`config.mk`:
```
export PLATFORM = sky130hd
export DESIGN_NAME = td4_control_unit
export DESIGN_NICKNAME = d
export VERILOG_FILES = /design/src/rtl/td4_control_unit.sv
export SDC_FILE = /design/constraint.sdc
export NUM_CORES = 1
export LEC_CHECK = 0
export ABC_AREA = 1
export CAP_MARGIN = 40
export CORE_MARGIN = 3
export CORE_UTILIZATION = 34
export CTS_CLUSTER_SIZE = 14
export DETAILED_ROUTE_END_ITERATION = 6
export GPL_TIMING_DRIVEN = 0
export PLACE_DENSITY_LB_ADDON = 0.08
export SLEW_MARGIN = 15
export SYNTH_ARGS = -nofsm -noshare
export SYNTH_HDL_FRONTEND = slang
export SYNTH_SLANG_ARGS = --single-unit
```
`constraint.sdc`:
```
create_clock -name CLK -period 1.2 [get_ports CLK]
set_input_delay 0.24 -clock CLK [delete_from_list [all_inputs] [get_ports CLK]]
set_output_delay 0.24 -clock CLK [all_outputs]
set_load 0.02 [all_outputs]
```
`src/rtl/td4_control_unit.sv`:
```
// -----------------------------------------------------------------------------
// td4_control_unit
//
// Fetch/decode/execute sequencer for the TD4 4-bit CPU. Each instruction takes
// three cycles: FETCH latches the ROM word into the instruction register,
// DECODE presents the ALU source select and immediate, and EXEC pulses the
// register / program-counter enables for a single cycle and updates the carry
// flag.
//
// Ports
//   CLK         in   system clock, rising edge
//   RST         in   synchronous active-high reset
//   PC          in   program counter value (fetch address source)
//   ROM_DATA    in   instruction word at ROM_ADDR (asynchronous ROM)
//   ALU_CARRY   in   adder carry for the instruction in EXEC
//   HALT        in   holds the sequencer in FETCH while high
//   ROM_ADDR    out  fetch address, combinationally equal to PC
//   SEL         out  ALU source: 00=A, 01=B, 10=IN port, 11=zero
//   IMM         out  immediate field of the instruction register
//   ENB_LD_A    out  load register A        (EXEC only)
//   ENB_LD_B    out  load register B        (EXEC only)
//   ENB_LD_OUT  out  load output port       (EXEC only)
//   PC_ENB_LD   out  program counter load   (EXEC only, jump taken)
//   PC_ENB_CNT  out  program counter count  (EXEC only, no jump)
//   C_FLAG      out  registered carry flag
//   STATE       out  00=FETCH, 01=DECODE, 10=EXEC
//   INSTR_DONE  out  one-cycle pulse in EXEC
// -----------------------------------------------------------------------------
module td4_control_unit #(
    parameter int OPW = 4,
    parameter int IMW = 4
) (
    input  logic                 CLK,
    input  logic                 RST,
    input  logic [IMW-1:0]       PC,
    input  logic [OPW+IMW-1:0]   ROM_DATA,
    input  logic                 ALU_CARRY,
    input  logic                 HALT,
    output logic [IMW-1:0]       ROM_ADDR,
    output logic [1:0]           SEL,
    output logic [IMW-1:0]       IMM,
    output logic                 ENB_LD_A,
    output logic                 ENB_LD_B,
    output logic                 ENB_LD_OUT,
    output logic                 PC_ENB_LD,
    output logic                 PC_ENB_CNT,
    output logic                 C_FLAG,
    output logic [1:0]           STATE,
    output logic                 INSTR_DONE
);

    localparam int IW = OPW + IMW;

    // The unused encoding is named so the next-state logic can steer out of it.
    typedef enum logic [1:0] {
        ST_FETCH  = 2'b00,
        ST_DECODE = 2'b01,
        ST_EXEC   = 2'b10,
        ST_BAD    = 2'b11
    } state_t;

    state_t           state;
    state_t           state_nxt;
    logic [IW-1:0]    ir;
    logic             c_flag;
    logic [OPW-1:0]   opcode;

    // Instruction decode, independent of sequencing state.
    logic [1:0]       sel_dec;
    logic             ld_a_dec;
    logic             ld_b_dec;
    logic             ld_out_dec;
    logic             jump_dec;

    assign opcode     = ir[IW-1 -: OPW];
    assign ROM_ADDR   = PC;
    assign IMM        = ir[IMW-1:0];
    assign SEL        = sel_dec;
    assign C_FLAG     = c_flag;
    assign STATE      = state;

    // -------------------------------------------------------------------------
    // State, instruction register and carry flag
    // -------------------------------------------------------------------------
    // NOTE: registers are updated with non-blocking assignments so every flop
    // samples the pre-edge values of the others, independent of statement order.
    always_ff @(posedge CLK) begin
        if (RST) begin
            state  <= ST_FETCH;
            ir     <= '0;
            c_flag <= 1'b0;
        end else begin
            state <= state_nxt;
            if (state == ST_FETCH && !HALT)
                ir <= ROM_DATA;
            // Carry is captured for every opcode, jumps and NOPs included.
            if (state == ST_EXEC)
                c_flag <= ALU_CARRY;
        end
    end

    // -------------------------------------------------------------------------
    // Decode table: opcode -> ALU source and destination
    // -------------------------------------------------------------------------
    // NOTE: every output of a combinational block gets a default before the
    // case statement, so no path leaves a signal unassigned and no latch forms.
    always_comb begin
        sel_dec    = 2'b11;
        ld_a_dec   = 1'b0;
        ld_b_dec   = 1'b0;
        ld_out_dec = 1'b0;
        jump_dec   = 1'b0;
        case (opcode)
            4'b0000: begin sel_dec = 2'b00; ld_a_dec   = 1'b1; end  // ADD A,Im
            4'b0001: begin sel_dec = 2'b01; ld_a_dec   = 1'b1; end  // MOV A,B
            4'b0010: begin sel_dec = 2'b10; ld_a_dec   = 1'b1; end  // IN  A
            4'b0011: begin sel_dec = 2'b11; ld_a_dec   = 1'b1; end  // MOV A,Im
            4'b0100: begin sel_dec = 2'b00; ld_b_dec   = 1'b1; end  // MOV B,A
            4'b0101: begin sel_dec = 2'b01; ld_b_dec   = 1'b1; end  // ADD B,Im
            4'b0110: begin sel_dec = 2'b10; ld_b_dec   = 1'b1; end  // IN  B
            4'b0111: begin sel_dec = 2'b11; ld_b_dec   = 1'b1; end  // MOV B,Im
            4'b1001: begin sel_dec = 2'b01; ld_out_dec = 1'b1; end  // OUT B
            4'b1011: begin sel_dec = 2'b11; ld_out_dec = 1'b1; end  // OUT Im
            // JNC looks at the flag from the previous instruction: c_flag is
            // only overwritten at the edge that closes this EXEC cycle.
            4'b1110: begin sel_dec = 2'b11; jump_dec   = ~c_flag; end
            4'b1111: begin sel_dec = 2'b11; jump_dec   = 1'b1;    end
            default: begin sel_dec = 2'b11; end                      // NOP
        endcase
    end

    // -------------------------------------------------------------------------
    // Sequencer: next state and EXEC-only enables
    // -------------------------------------------------------------------------
    always_comb begin
        state_nxt  = ST_FETCH;
        ENB_LD_A   = 1'b0;
        ENB_LD_B   = 1'b0;
        ENB_LD_OUT = 1'b0;
        PC_ENB_LD  = 1'b0;
        PC_ENB_CNT = 1'b0;
        INSTR_DONE = 1'b0;
        case (state)
            ST_FETCH:  state_nxt = HALT ? ST_FETCH : ST_DECODE;
            ST_DECODE: state_nxt = ST_EXEC;
            ST_EXEC: begin
                state_nxt  = ST_FETCH;
                ENB_LD_A   = ld_a_dec;
                ENB_LD_B   = ld_b_dec;
                ENB_LD_OUT = ld_out_dec;
                // Load and count are mutually exclusive by construction.
                PC_ENB_LD  = jump_dec;
                PC_ENB_CNT = ~jump_dec;
                INSTR_DONE = 1'b1;
            end
            default:   state_nxt = ST_FETCH;  // recover from 2'b11 quietly
        endcase
    end

endmodule

```
==> results of run 1 <==
[worst max-delay path, stage by stage, from the launching register on]
cell     delay (ns)
dfxtp_4        0.37
inv_2          0.04
buf_4          0.12
nor3_2         0.14
buf_4          0.16
[cell usage after synthesis]
| master | count |
|---|---|
| buf_6 | 1 |
| clkinv_1 | 1 |
| a21oi_1 | 9 |
| nor3_1 | 4 |
| inv_2 | 1 |
| or2_2 | 1 |
| and2_1 | 1 |
| buf_2 | 1 |
| inv_1 | 13 |
| o21ai_0 | 1 |
| nor2_4 | 1 |
| buf_4 | 8 |
| dfxtp_1 | 11 |
| nand3_1 | 9 |
| nor2_1 | 12 |
| nand2_1 | 14 |
[power breakdown]
group / internal (W) / switching, W
sequential: 0.000393 / 0.0000248
clock: 0.000128 / 0.000129
combinational: 0.000177 / 0.000162
[logic make-up after synthesis]
| logic type | Yosys count | share of synthesized area, % |
|---|---|---|
| AOI/OAI and AO/OA | 10 | 8.49 |
| buffers and inverters | 25 | 22.5 |
| DFF | 11 | 37.4 |
| and+or+nand+nor | 42 | 31.6 |
[state kept, by name (all words and copies together), names as in the netlist]
register,count
C_FLAG,1
ir,8
STATE,2
[metal layers]
layer  track usage, %  up-vias
li1                 -      353
met1             18.0      297
met2             25.7       27
met3             3.38        2
met4             4.84        0
met5                0        -
[layout make-up]
cell class	instances	area [sq um]	area share [%]
buffer	10	76.3	7.22
inverter	15	61.3	5.80
multi-input combinational	52	290	27.5
tap	16	20.0	1.89
clock buffer	4	26.3	2.49
timing repair buffer	41	349	33.0
sequential	11	234	22.1
[stage by stage]
| step | std cells | setup TNS, ns |
|---|---|---|
| floorplan | 88 | 0 |
| global placement | 134 | -3.81 |
| detailed placement | 134 | -3.96 |
| CTS | 145 | -0.639 |
| global route | 149 | -0.906 |
| finish | 149 | -0.618 |
[worst min path at each step]
stage / to / from / cells after the start
floorplan: STATE[0] / RST / 1
global placement: ir[2] / ir[2] / 2
detailed placement: STATE[1] / STATE[1] / 1
CTS: ir[2] / ir[2] / 2
global route: ir[3] / ir[3] / 2
finish: ir[1] / ir[1] / 2
[timing repair]
| action | CTS | global route |
|---|---|---|
| gates cloned | 0 | 1 |
| pin swaps | 1 | 4 |
| gates resized for setup | 71 | 21 |
| setup buffers | 7 | 4 |
| setup endpoints to repair | 15 | 21 |
==> out/qor.yml, run 1 <==
clock_tree:
  clk_latency_ns: 0.26
  cts.clk_slew.worst_paths_ns: 0.07
  clockBufferDepth: 2
  cts_tree: "yes"
  cts_made_buffers: 3
  cts_root_buf: "clkbuf_4"
  htree_levels: 1
  clock_sinks: 11
  cts_hold_buf: 0
sta:
  drv_slew: 0
  skew_ns: 0.00180
  post-route-period-util_pct: 111
  finalSetupViolations: 6
  max_freq_ghz: 0.754
  hold_viol: 0
  max-slew-margin-rel_pct: 83.5
  timing.final.ws_setup_ns: -0.127
  fin_crit_ns: 1.33
  fin_hold_ws_ns: 0.496
  worst_pin_slew_ns: 0.246
  rsz0062_at_grt: "yes"
place:
  port_buffers: 30
  placed_area_sq_um: 931
  dp_hpwl_um: 981
  dpl_worst_slack_ns: -0.447
  gp_congestion: 0.720
logic_synthesis:
  syn_area_per_cell_sq_um: 6.70
  synth_area_leaders: "dfxtp_1 (37%), buf_4 (10%), nand2_1 (8.9%)"
  synth_cells: 88
  synth_seq_cells: 11
  synth_nets: 104
  yosysTopAreaCellShare_pct: 37.4
  synth_area_sq_um: 589
  yosysTopAreaCell: "dfxtp_1"
  synthDistinctLibCells: 16
  yosysSeqAreaShare_pct: 37.4
  yosysWarnings: 0
routing:
  route.antenna.remaining_nets: 0
  num_vias: 679
  route.met3.wl_um: 105
  maxUsedRoutingLayer: "met4"
  drc: 0
  wl_per_cell_um: 11.2
  wl_met1_um: 686
  drt-pass1-iter-count: 4
  totalWireLength_um: 1670
  drt_iter0_markers: 7
  wl_met2_um: 863
  via_per_inst: 4.56
worst_hold_path:
  hold_path_class: "reg -> reg"
floorplan:
  io_pins: 35
  die_h_um: 47.6
  die_w_um: 47.6
  rows: 14
  initial_core_util_pct: 37.4
  core_sq_um: 1580
  design.die.area_sq_um: 2270
worst_setup_path:
  cp.arrival_ns: 1.09
  cp_max_fo: 3
  crit_type: "reg -> out"
  regToRegSetupSlack_ns: 0.03
  r2r-start: "STATE[0]"
  cp-startpoint: "ir[6]"
  start_kind: "flop"
  endpoint_kind: "primary output"
  endpoint: "ENB_LD_B"
  required_ns: 0.96
  reg2reg_depth: 5
  r2r_end: "ir[4]"
global_route:
  antenna_found_initial: 0
  grt_start_max_net_pins: 11
  grt_pass1_vias: 558
  grt_usage_pct: 14.8
  grt_pass1_wl_um: 2370
  overflow: 0
flow_run:
  cap_violations: 0
pwr:
  peakVddDrop_uv: 694
  power.density_nw_per_um2: 959
  power_w: 0.00101
  leakage_nw: 0.532
run_status:
  status: "finished, violations left"
  violations: "negative setup slack"
cells_and_area:
  final_cell_area_sq_um: 1060
  antennaDiodeCount: 0
  final_common_cell: "buf_4"
  syn2layout_area_growth_pct: 79.4
  fill_cells: 150
  final_core_util_pct: 67.1
  nNetsFinal: 150
  drive_gt1_share_pct: 45.9
  layout_common_cells: "buf_4 (21), clkdlybuf4s50_1 (15), nor2_1 (12), nand2_1 (10), a21oi_1 (9)"
Note: power is estimated with default switching activity, not from simulation.
==> run 2, diff against run 1 <==
- GPL_ROUTABILITY_DRIVEN: not set -> 0
==> results of run 2 <==
The final DEF is identical to that of run 1; final timing and power are the same.
==> run 3, diff against run 2 <==
- SETUP_SLACK_MARGIN: not set -> 0.02
==> run 3 against run 2 <==
The run still ends with negative setup slack left. Combinational power fell by 7.1%. Flip-flop and latch count did not move. Setup slack improved by 0.0019 ns. Wire length fell by 7.7%. Sequential power barely moved.
==> out/qor.yml, run 3 (synthesis gave the netlist of run 1 again) <==
clock_tree:
  clk_latency_ns: 0.26  # about the same
  clockBufferDepth: 2  # unchanged
  htree_levels: 1  # unchanged
  cts_hold_buf: 0  # unchanged
  cts.clk_slew.worst_paths_ns: 0.07  # about the same
  cts_root_buf: "clkbuf_4"  # unchanged
  clock_sinks: 11  # unchanged
  cts_tree: "yes"  # unchanged
  cts_made_buffers: 3  # unchanged
run_status:
  violations: "negative setup slack"  # unchanged
  status: "finished, violations left"  # unchanged
cells_and_area:
  nNetsFinal: 146  # was 150
  drive_gt1_share_pct: 43.4  # was 45.9%
  top_register: "ir"  # unchanged
  largest_reg_flops: 8  # unchanged
  final_cell_area_sq_um: 1010  # was 1060 sq um
  layout_common_cells: "buf_4 (18), clkdlybuf4s50_1 (15), nor2_1 (12), nand2_1 (11), a21oi_1 (9)"  # was buf_4 (21), clkdlybuf4s50_1 (15), nor2_1 (12), nand2_1 (10), a21oi_1 (9)
  final_common_cell: "buf_4"  # unchanged
  antennaDiodeCount: 0  # unchanged
  instances_no_fill: 145  # was 149
  syn2layout_area_growth_pct: 71.6  # was 79.4%
  final_core_util_pct: 64.1  # was 67.1%
global_route:
  grtUsageMet2_pct: 24.3  # was 25.7%
  grt_usage_pct: 13.9  # was 14.8%
  overflow: 0  # unchanged
  grt_start_max_net_pins: 11  # unchanged
  antenna_found_initial: 0  # unchanged
  grt_pass1_vias: 546  # was 558
  use_met1_pct: 16.4  # was 18.0%
  grt.busiest_layer: "met2"  # unchanged
  use_met3_pct: 3.38  # unchanged
  grt_pass1_wl_um: 2210  # was 2370 um
routing:
  num_vias: 649  # was 679
  route.antenna.remaining_nets: 0  # unchanged
  drt_iter0_markers: 2  # was 7
  via_per_inst: 4.48  # was 4.56
  drt-pass1-iter-count: 4  # unchanged
  drc: 0  # unchanged
  totalWireLength_um: 1540  # was 1670 um
  wl_per_cell_um: 10.6  # was 11.2 um
sta:
  skew_ns: 0.00146  # was 0.00180 ns
  fin_crit_ns: 1.32  # was 1.33 ns
  post-route-period-util_pct: 110  # was 111%
  worst_pin_slew_ns: 0.246  # about the same
  max-slew-margin-rel_pct: 83.5  # about the same
  rsz0062_at_grt: "yes"  # unchanged
  drv_slew: 0  # unchanged
  timing.final.ws_setup_ns: -0.125  # was -0.127 ns
  hold_viol: 0  # unchanged
  max_freq_ghz: 0.755  # was 0.754 GHz
  finalSetupViolations: 6  # unchanged
floorplan:
  io_pins: 35  # unchanged
  core_sq_um: 1580  # unchanged
  initial_core_util_pct: 37.4  # unchanged
  die_w_um: 47.6  # unchanged
  design.die.area_sq_um: 2270  # unchanged
  rows: 14  # unchanged
  die_h_um: 47.6  # unchanged
flow_run:
  cap_violations: 0  # unchanged
pwr:
  power.density_nw_per_um2: 974  # was 959 nW/um^2
  peakVddDrop_uv: 687  # was 694 uV
  leakage_nw: 0.509  # was 0.532 nW
place:
  dp_hpwl_um: 981  # unchanged
  port_buffers: 30  # unchanged
  placed_area_sq_um: 931  # unchanged
  placed_cells: 134  # unchanged
worst_setup_path:
  cp_max_fo: 3  # unchanged
  crit_type: "reg -> out"  # unchanged
  start_kind: "flop"  # unchanged
  required_ns: 0.96  # about the same
  cp.arrival_ns: 1.08  # was 1.09 ns
  endpoint_kind: "primary output"  # unchanged
worst_hold_path:
  hold_path_class: "reg -> reg"  # unchanged
## run 3: cell count changes in the layout (fill, tap and decap cells not counted), sizes merged
cell,change
buf,-4
clkbuf,+1
clkdlybuf4s15,-1
## run 3: critical path, stage by stage (launching register included)
cell and delay (ns):
dfxtp_4 0.37, inv_2 0.04, buf_4 0.12, nor3_2 0.14, buf_4 0.16
## run 3: path summary, 6_finish.rpt
check / endpoint / slack, ns / cells after the start / from
worst max-delay path: ENB_LD_B / -0.12 / 4 / ir[6]
worst min-delay path: ir[2] / 0.49 / 2 / ir[2]
worst max register to register: ir[4] / 0.10 / 5 / STATE[0]
worst min register to register: ir[2] / 0.49 / 2 / ir[2]
## run 3: report_power, final
group	internal [W]	switching, W
clock network	0.000128	0.000121
logic	0.000165	0.000150
registers	0.000393	0.0000276
total	0.000686	0.000299
## run 3: per-layer routing
metal / wire, um / vias up
met3: 93 / 2
met5: 0 / -
met1: 624 / 279
met4: 25 / 0
li1: - / 346
met2: 796 / 22
## run 3: final cells by class
cell class | instances | area, sq um
clock buffers | 4 | 26.3
inverters | 15 | 61.3
fillers | 157 | 566
repair buffers | 37 | 310
flip-flops and latches | 11 | 234
multi-input cells | 52 | 283
plain buffers | 10 | 76.3
well taps | 16 | 20.0
## run 3: stage by stage
stage | TNS (ns) | setup WS (ns) | hold slack, ns | power (W)
final | -0.582 | -0.125 | 0.490 | 0.000985
after global placement | -3.81 | -0.436 | 0.471 | 0.000714
after floorplan | 0 | 0.0373 | 0.304 | 0.000591
after CTS | -0.577 | -0.107 | 0.478 | 0.000975
after detailed placement | -3.96 | -0.447 | 0.474 | 0.000717
after global routing | -0.896 | -0.172 | 0.513 | 0.00105
## run 3: repair_timing
| action | in CTS | in global routing |
|---|---|---|
| setup endpoints to repair | 15 | 10 |
| gates cloned | 0 | 0 |
| gates resized for setup | 76 | 12 |
| setup buffers | 6 | 1 |
| pin swaps | 4 | 3 |
